==> src/rtl/adc_capture_ctrl_if.sv <==
// Signal bundle between the ADC capture sequencer and its surroundings:
// ADC sample inputs, capture control/configuration, sample RAM write port and status.
interface adc_capture_ctrl_if #(
  parameter int DATA_W = 14,
  parameter int ADDR_W = 10
);
  logic [DATA_W-1:0]   adc_data_a;
  logic [DATA_W-1:0]   adc_data_b;
  logic                arm;
  logic                abort;
  logic                force_trig;
  logic                trig_slope;
  logic [DATA_W-1:0]   trig_level;
  logic [ADDR_W-1:0]   pre_len;
  logic [ADDR_W:0]     post_len;
  logic [7:0]          dec_div;
  logic                done_ack;
  logic                wr_en;
  logic [ADDR_W-1:0]   wr_addr;
  logic [2*DATA_W-1:0] wr_data;
  logic                busy;
  logic                waiting;
  logic                done;
  logic [ADDR_W-1:0]   trig_addr;
  logic [ADDR_W-1:0]   start_addr;

  modport master (
    output adc_data_a, adc_data_b, arm, abort, force_trig, trig_slope, trig_level,
           pre_len, post_len, dec_div, done_ack,
    input  wr_en, wr_addr, wr_data, busy, waiting, done, trig_addr, start_addr
  );

  modport slave (
    input  adc_data_a, adc_data_b, arm, abort, force_trig, trig_slope, trig_level,
           pre_len, post_len, dec_div, done_ack,
    output wr_en, wr_addr, wr_data, busy, waiting, done, trig_addr, start_addr
  );
endinterface

==> src/rtl/adc_capture_ctrl.sv <==
// Triggered acquisition sequencer: arm, decimate, pre-trigger fill, level/slope or forced
// trigger, post-trigger capture into a circular sample RAM, then hand off the window start.
module adc_capture_ctrl #(
  parameter int DATA_W = 14,
  parameter int ADDR_W = 10
) (
  input  logic             clk_sample,
  input  logic             rst_n,
  adc_capture_ctrl_if.slave bus
);
  typedef enum logic [2:0] {S_IDLE, S_PRE, S_WAIT, S_POST, S_DONE} state_t;

  localparam logic [ADDR_W:0]   DEPTH_W = {1'b1, {ADDR_W{1'b0}}};
  localparam logic [ADDR_W:0]   CNT_ONE = {{ADDR_W{1'b0}}, 1'b1};
  localparam logic [ADDR_W-1:0] PTR_ONE = {{(ADDR_W-1){1'b0}}, 1'b1};

  state_t              r_state, w_next;
  logic                r_slope, r_prev_valid, r_force_pend;
  logic [DATA_W-1:0]   r_level, r_prev;
  logic [ADDR_W-1:0]   r_pre_eff, r_ptr;
  logic [ADDR_W:0]     r_post_eff, r_cnt;
  logic [7:0]          r_dec_div, r_dec_cnt;
  logic                r_wr_en, r_busy, r_waiting, r_done;
  logic [ADDR_W-1:0]   r_wr_addr, r_trig_addr, r_start_addr;
  logic [2*DATA_W-1:0] r_wr_data;

  logic                w_active, w_strobe, w_edge, w_trig, w_arm;
  logic [ADDR_W:0]     w_cnt_inc, w_post_min1, w_room, w_post_eff;

  // pre_len is ADDR_W bits wide, so it can never exceed DEPTH-1 and needs no clamp.
  assign w_post_min1 = (bus.post_len == '0) ? CNT_ONE : bus.post_len;
  assign w_room      = DEPTH_W - {1'b0, bus.pre_len};
  assign w_post_eff  = (w_post_min1 > w_room) ? w_room : w_post_min1;

  assign w_active  = (r_state == S_PRE) || (r_state == S_WAIT) || (r_state == S_POST);
  assign w_strobe  = w_active && (r_dec_cnt == 8'd0) && !bus.abort;
  assign w_cnt_inc = r_cnt + CNT_ONE;
  assign w_arm     = (r_state == S_IDLE) && bus.arm && !bus.abort;

  assign w_edge = r_prev_valid &&
                  (r_slope ? ((r_prev > r_level) && (bus.adc_data_a <= r_level))
                           : ((r_prev < r_level) && (bus.adc_data_a >= r_level)));
  assign w_trig = (r_state == S_WAIT) && w_strobe && (r_force_pend || w_edge);

  // NOTE: w_next gets its default before the case so no latch is inferred.
  always_comb begin
    w_next = r_state;
    if (bus.abort) begin
      w_next = S_IDLE;
    end else begin
      case (r_state)
        S_IDLE: if (bus.arm) w_next = (bus.pre_len == '0) ? S_WAIT : S_PRE;
        S_PRE:  if (w_strobe && (w_cnt_inc == {1'b0, r_pre_eff})) w_next = S_WAIT;
        S_WAIT: if (w_trig) w_next = (r_post_eff == CNT_ONE) ? S_DONE : S_POST;
        S_POST: if (w_strobe && (w_cnt_inc == r_post_eff)) w_next = S_DONE;
        S_DONE: if (bus.done_ack) w_next = S_IDLE;
        default: w_next = S_IDLE;
      endcase
    end
  end

  // NOTE: sequential state uses non-blocking assignments only; later assignments in the
  // block intentionally override earlier ones (trigger over strobe count, abort over force).
  always_ff @(posedge clk_sample or negedge rst_n) begin
    if (!rst_n) begin
      r_state      <= S_IDLE;
      r_slope      <= 1'b0;
      r_level      <= '0;
      r_pre_eff    <= '0;
      r_post_eff   <= CNT_ONE;
      r_dec_div    <= 8'd0;
      r_dec_cnt    <= 8'd0;
      r_ptr        <= '0;
      r_prev       <= '0;
      r_prev_valid <= 1'b0;
      r_force_pend <= 1'b0;
      r_cnt        <= '0;
      r_wr_en      <= 1'b0;
      r_wr_addr    <= '0;
      r_wr_data    <= '0;
      r_trig_addr  <= '0;
      r_start_addr <= '0;
      r_busy       <= 1'b0;
      r_waiting    <= 1'b0;
      r_done       <= 1'b0;
    end else begin
      r_state   <= w_next;
      r_busy    <= (w_next != S_IDLE);
      r_waiting <= (w_next == S_WAIT);
      r_done    <= (w_next == S_DONE);
      r_wr_en   <= w_strobe;

      if (w_active) r_dec_cnt <= (r_dec_cnt == r_dec_div) ? 8'd0 : r_dec_cnt + 8'd1;

      if (w_strobe) begin
        r_wr_addr    <= r_ptr;
        r_wr_data    <= {bus.adc_data_b, bus.adc_data_a};
        r_ptr        <= r_ptr + PTR_ONE;
        r_prev       <= bus.adc_data_a;
        r_prev_valid <= 1'b1;
        r_cnt        <= w_cnt_inc;
      end

      if ((r_state == S_WAIT) && bus.force_trig) r_force_pend <= 1'b1;

      if (w_trig) begin
        r_trig_addr  <= r_ptr;
        r_start_addr <= r_ptr - r_pre_eff;
        r_cnt        <= CNT_ONE;
        r_force_pend <= 1'b0;
      end

      if (w_arm) begin
        r_slope      <= bus.trig_slope;
        r_level      <= bus.trig_level;
        r_pre_eff    <= bus.pre_len;
        r_post_eff   <= w_post_eff;
        r_dec_div    <= bus.dec_div;
        r_dec_cnt    <= 8'd0;
        r_ptr        <= '0;
        r_wr_addr    <= '0;
        r_prev_valid <= 1'b0;
        r_force_pend <= 1'b0;
        r_cnt        <= '0;
      end

      if (bus.abort) r_force_pend <= 1'b0;
    end
  end

  assign bus.wr_en      = r_wr_en;
  assign bus.wr_addr    = r_wr_addr;
  assign bus.wr_data    = r_wr_data;
  assign bus.busy       = r_busy;
  assign bus.waiting    = r_waiting;
  assign bus.done       = r_done;
  assign bus.trig_addr  = r_trig_addr;
  assign bus.start_addr = r_start_addr;
endmodule

==> src/flat_wrapper.sv <==
// flat-port wrapper written by rule: the top's interface ports become plain ports
module adc_capture_ctrl_flat 
#(
  parameter int DATA_W = 14,
  parameter int ADDR_W = 10
)
  (clk_sample, rst_n, bus_adc_data_a, bus_adc_data_b, bus_arm, bus_abort, bus_force_trig, bus_trig_slope, bus_trig_level, bus_pre_len, bus_post_len, bus_dec_div, bus_done_ack, bus_wr_en, bus_wr_addr, bus_wr_data, bus_busy, bus_waiting, bus_done, bus_trig_addr, bus_start_addr);
  adc_capture_ctrl_if #(.DATA_W(DATA_W), .ADDR_W(ADDR_W)) bus_i ();
  input  logic clk_sample;
  input  logic rst_n;
  input wire logic [$bits(bus_i.adc_data_a)-1:0] bus_adc_data_a;
  input wire logic [$bits(bus_i.adc_data_b)-1:0] bus_adc_data_b;
  input wire logic [$bits(bus_i.arm)-1:0] bus_arm;
  input wire logic [$bits(bus_i.abort)-1:0] bus_abort;
  input wire logic [$bits(bus_i.force_trig)-1:0] bus_force_trig;
  input wire logic [$bits(bus_i.trig_slope)-1:0] bus_trig_slope;
  input wire logic [$bits(bus_i.trig_level)-1:0] bus_trig_level;
  input wire logic [$bits(bus_i.pre_len)-1:0] bus_pre_len;
  input wire logic [$bits(bus_i.post_len)-1:0] bus_post_len;
  input wire logic [$bits(bus_i.dec_div)-1:0] bus_dec_div;
  input wire logic [$bits(bus_i.done_ack)-1:0] bus_done_ack;
  output wire logic [$bits(bus_i.wr_en)-1:0] bus_wr_en;
  output wire logic [$bits(bus_i.wr_addr)-1:0] bus_wr_addr;
  output wire logic [$bits(bus_i.wr_data)-1:0] bus_wr_data;
  output wire logic [$bits(bus_i.busy)-1:0] bus_busy;
  output wire logic [$bits(bus_i.waiting)-1:0] bus_waiting;
  output wire logic [$bits(bus_i.done)-1:0] bus_done;
  output wire logic [$bits(bus_i.trig_addr)-1:0] bus_trig_addr;
  output wire logic [$bits(bus_i.start_addr)-1:0] bus_start_addr;
  assign bus_i.adc_data_a = bus_adc_data_a;
  assign bus_i.adc_data_b = bus_adc_data_b;
  assign bus_i.arm = bus_arm;
  assign bus_i.abort = bus_abort;
  assign bus_i.force_trig = bus_force_trig;
  assign bus_i.trig_slope = bus_trig_slope;
  assign bus_i.trig_level = bus_trig_level;
  assign bus_i.pre_len = bus_pre_len;
  assign bus_i.post_len = bus_post_len;
  assign bus_i.dec_div = bus_dec_div;
  assign bus_i.done_ack = bus_done_ack;
  assign bus_wr_en = bus_i.wr_en;
  assign bus_wr_addr = bus_i.wr_addr;
  assign bus_wr_data = bus_i.wr_data;
  assign bus_busy = bus_i.busy;
  assign bus_waiting = bus_i.waiting;
  assign bus_done = bus_i.done;
  assign bus_trig_addr = bus_i.trig_addr;
  assign bus_start_addr = bus_i.start_addr;
  adc_capture_ctrl #(.DATA_W(DATA_W), .ADDR_W(ADDR_W)) u_core (.clk_sample(clk_sample), .rst_n(rst_n), .bus(bus_i));
endmodule
==> config.mk <==
export PLATFORM = sky130hd
export DESIGN_NAME = adc_capture_ctrl_flat
export DESIGN_NICKNAME = d
export VERILOG_FILES = /design/src/rtl/adc_capture_ctrl_if.sv /design/src/rtl/adc_capture_ctrl.sv /design/src/flat_wrapper.sv
export SDC_FILE = /design/constraint.sdc
export NUM_CORES = 1
export LEC_CHECK = 0
export BUFFER_PORTS_ARGS = -buffer_cell sky130_fd_sc_hd__buf_2
export CAP_MARGIN = 20
export CORE_MARGIN = 5
export CORE_UTILIZATION = 62
export CTS_BUF_LIST = sky130_fd_sc_hd__clkbuf_16
export CTS_CLUSTER_SIZE = 16
export DETAILED_ROUTE_END_ITERATION = 10
export GPL_ROUTABILITY_DRIVEN = 0
export PLACE_DENSITY = 0.9
export SLEW_MARGIN = 10
export SYNTH_ARGS = -nofsm -noshare
export SYNTH_HDL_FRONTEND = slang
export SYNTH_SLANG_ARGS = --single-unit
==> constraint.sdc <==
create_clock -name clk_sample -period 3.7 [get_ports clk_sample]
set_input_delay 0.74 -clock clk_sample [delete_from_list [all_inputs] [get_ports clk_sample]]
set_output_delay 0.74 -clock clk_sample [all_outputs]
set_load 0.01 [all_outputs]
==> flow_metrics.env <==
export IMPL_maxSlewHeadroom=0.443
export IMPL_rows=42
export IMPL_grt_max_degree=75
export IMPL_n_antenna_cell=0
export IMPL_netlist_instances=929
export IMPL_wire_per_inst_um=18.3
export IMPL_fin_nets=1178
export IMPL_critPathKind="in -> reg"
export IMPL_cp_required_ns=4.05
export IMPL_pin_count=140
export IMPL_dr_pass1_iters=5
export IMPL_antenna_found_initial=0
export IMPL_power_density_nw_per_um2=552
export IMPL_crit_path_end_kind="register"
export IMPL_post_cts_repair_setup_buffers=0
export IMPL_ir_worst_vdd_v=0.000489
export IMPL_power_leakage_nw=4.83
export IMPL_status="complete, no violations"
export IMPL_rsz0062_at_grt="false"
export IMPL_fin_tns_setup_ns=0
export IMPL_grt_use_total=0.288
export IMPL_drive_above_1_share=0.209
export IMPL_synth_seq_cells=140
export IMPL_synth_edf_count=0
export IMPL_fin_skew_ns=0.00743
export IMPL_vias=7499
export IMPL_critPathLaunchType="input port"
export IMPL_crit_reg2reg_capture="u_core.bus.waiting$_DFF_PN0_"
export IMPL_layout_common_cells="nand2_1, dfrtp_1, buf_2, ha_1, o21ai_0"
export IMPL_async_flop_share=1.00
export IMPL_vias_per_cell=6.08
export IMPL_synth_distinct_cells=71
export IMPL_cts_tree="yes"
export IMPL_placed_cells=1203
export IMPL_grt_pass1_vias=7486
export IMPL_grt_ovfl_total=0
export IMPL_routed_wl_um=22500
export IMPL_hold_buffers=0
export IMPL_fp_coreArea_um2=13200
export IMPL_timing_hold_violations_final=0
export IMPL_fin_crit_ns=3.21
export IMPL_drv_slew=0
export IMPL_finalSetupViolations=0
export IMPL_area_growth_pct=17.4
export IMPL_cts_repair_resized=0
export IMPL_max_slew_worst_pin_slew_ns=0.833
export IMPL_port_buffer_count=139
export IMPL_r2r_setup_slack_ns=0.85
export IMPL_clk_pin_slew_ns=0.06
export IMPL_die_h_um=126
export IMPL_cts_buffers=17
export IMPL_layout_commonest_cell="nand2_1"
export IMPL_initial_core_util=0.628
export IMPL_yosysSeqAreaShare=0.423
export IMPL_worstRegToRegCells=8
export IMPL_clk_latency_ns=0.43
export IMPL_drc_errors=0
export IMPL_cts_sinks=140
export IMPL_arrival_ns=3.56
export IMPL_die_area_um2=15800
export IMPL_grt_pass1_wl_um=37000
export IMPL_r2r_start="u_core.r_cnt[0]$_DFFE_PN0P_"
export IMPL_die_width_um=126
export IMPL_clockRootBuffer="clkbuf_16"
export IMPL_drv_cap=0
export IMPL_synth_area_per_cell_um2=8.92
export IMPL_htreeDepth=4
export IMPL_fmax_mhz=311
export IMPL_drt_iter0_drc=693
export IMPL_syn_area_um2=8290
export IMPL_hp_class="in -> async"
export IMPL_ys_warnings_count=0
export IMPL_syn_nets=1061
export IMPL_cp_max_fo=18
export IMPL_clockBufferDepth=2
export IMPL_hpwl_um=15800
export IMPL_min_period_over_period=0.868
export IMPL_fin_cells=1234
export IMPL_ys_flop_type="dfrtp_1"
export IMPL_final_antenna_net_count=0
==> per-stage QoR <==
step | hold WS (ns) | cell area (um^2) | total power, mW | utilization | worst slack, ns
floorplan | 0.444 | 8290 | 2.99 | - | 0.315
global placement | 0.459 | 9110 | 3.44 | 0.691 | 0.171
detailed placement | 0.459 | 9110 | 3.52 | 0.691 | 0.0662
CTS | 0.362 | 9730 | 5.37 | 0.738 | 0.515
global route | 0.383 | 9730 | 5.65 | 0.738 | 0.379
finish | 0.323 | 9730 | 5.37 | 0.738 | 0.487
==> state kept, by name, indices dropped and copies added (netlist names), 10 cells and up <==
register               count
u_core.bus.start_addr     10
u_core.r_ptr              10
u_core.r_level            14
u_core.r_pre_eff          10
u_core.bus.trig_addr      10
u_core.bus.wr_data        28
u_core.r_post_eff         11
u_core.r_cnt              11
u_core.bus.wr_addr        10
==> how the worst max path moves through the flow <==
stage / from / endpoint / cells past startpoint
3_3_place_gp: bus_pre_len[5] / u_core.r_post_eff[0]$_DFFE_PN1P_ / 11
4_1_cts: bus_pre_len[5] / u_core.r_post_eff[0]$_DFFE_PN1P_ / 11
5_1_grt: bus_pre_len[5] / u_core.r_post_eff[0]$_DFFE_PN1P_ / 11
2_1_floorplan: bus_pre_len[5] / u_core.r_post_eff[1]$_DFFE_PN0P_ / 11
3_5_place_dp: bus_pre_len[5] / u_core.r_post_eff[0]$_DFFE_PN1P_ / 11
6_report: bus_pre_len[5] / u_core.r_post_eff[0]$_DFFE_PN1P_ / 11
==> logic make-up after synthesis <==
kind of cell | Yosys count | synth area share
AND/OR/NAND/NOR | 400 | 0.228
AO/OA/AOI/OAI | 166 | 0.137
flip-flops | 140 | 0.423
buffers and inverters | 96 | 0.0465
adder cells (fa/ha/maj) | 54 | 0.0824
XOR/XNOR | 49 | 0.0518
multiplexers | 24 | 0.0319
==> metal layers <==
metal / part of all wire / GRT usage / vias to the layer above
li1: - / - / 3481
met4: 0.043 / 0.146 / 0
met5: 0 / 0 / -
met2: 0.49 / 0.470 / 379
met3: 0.081 / 0.0762 / 72
met1: 0.39 / 0.353 / 3567
==> Yosys cell counts (5+ instances only) <==
master,count,share of area
nor2b_1,8,0.0060
nand3b_1,5,0.0045
buf_2,10,0.0060
ha_1,53,0.080
and2_1,5,0.0038
mux2_2,19,0.026
o211ai_1,7,0.0063
nor3_1,16,0.0097
dfrtp_1,139,0.42
xor2_1,29,0.031
nand2b_1,12,0.0091
o31ai_1,9,0.0082
a31oi_1,5,0.0038
inv_1,44,0.020
o2111ai_1,6,0.0063
xnor2_1,20,0.021
o21ai_0,52,0.031
a21o_1,5,0.0045
clkbuf_1,35,0.016
nor4_1,16,0.012
nor2_1,43,0.019
a22o_1,7,0.0074
o21a_1,6,0.0054
nand3_1,45,0.027
or3_1,10,0.0075
a21oi_1,33,0.020
nand4_1,18,0.014
mux2i_1,5,0.0060
nand2_1,197,0.089
==> where the power goes <==
group | internal, mW | switching [mW]
sequential | 1.81 | 0.256
combinational | 0.603 | 0.882
clock | 1.13 | 0.689
total | 3.54 | 1.83
==> worst max-delay path, stage by stage <==
cell      delay (ns)
buf_2           0.13
nor4_1          0.36
nand2_1         0.14
or3_1           0.34
xnor2_1         0.21
ha_1            0.30
a2111o_1        0.38
o21ai_0         0.36
buf_4           0.28
nor3_1          0.06
a221o_1         0.26
==> cell type report <==
cell class / instances / area [um^2]
Multi-Input combinational cell: 693 / 4410
Sequential cell: 140 / 3500
Fill cell: 863 / 3460
Timing Repair Buffer: 150 / 810
Clock buffer: 17 / 425
Tap cell: 176 / 220
Clock inverter: 14 / 195
Inverter: 44 / 165
(Power assumes the default switching activity.)
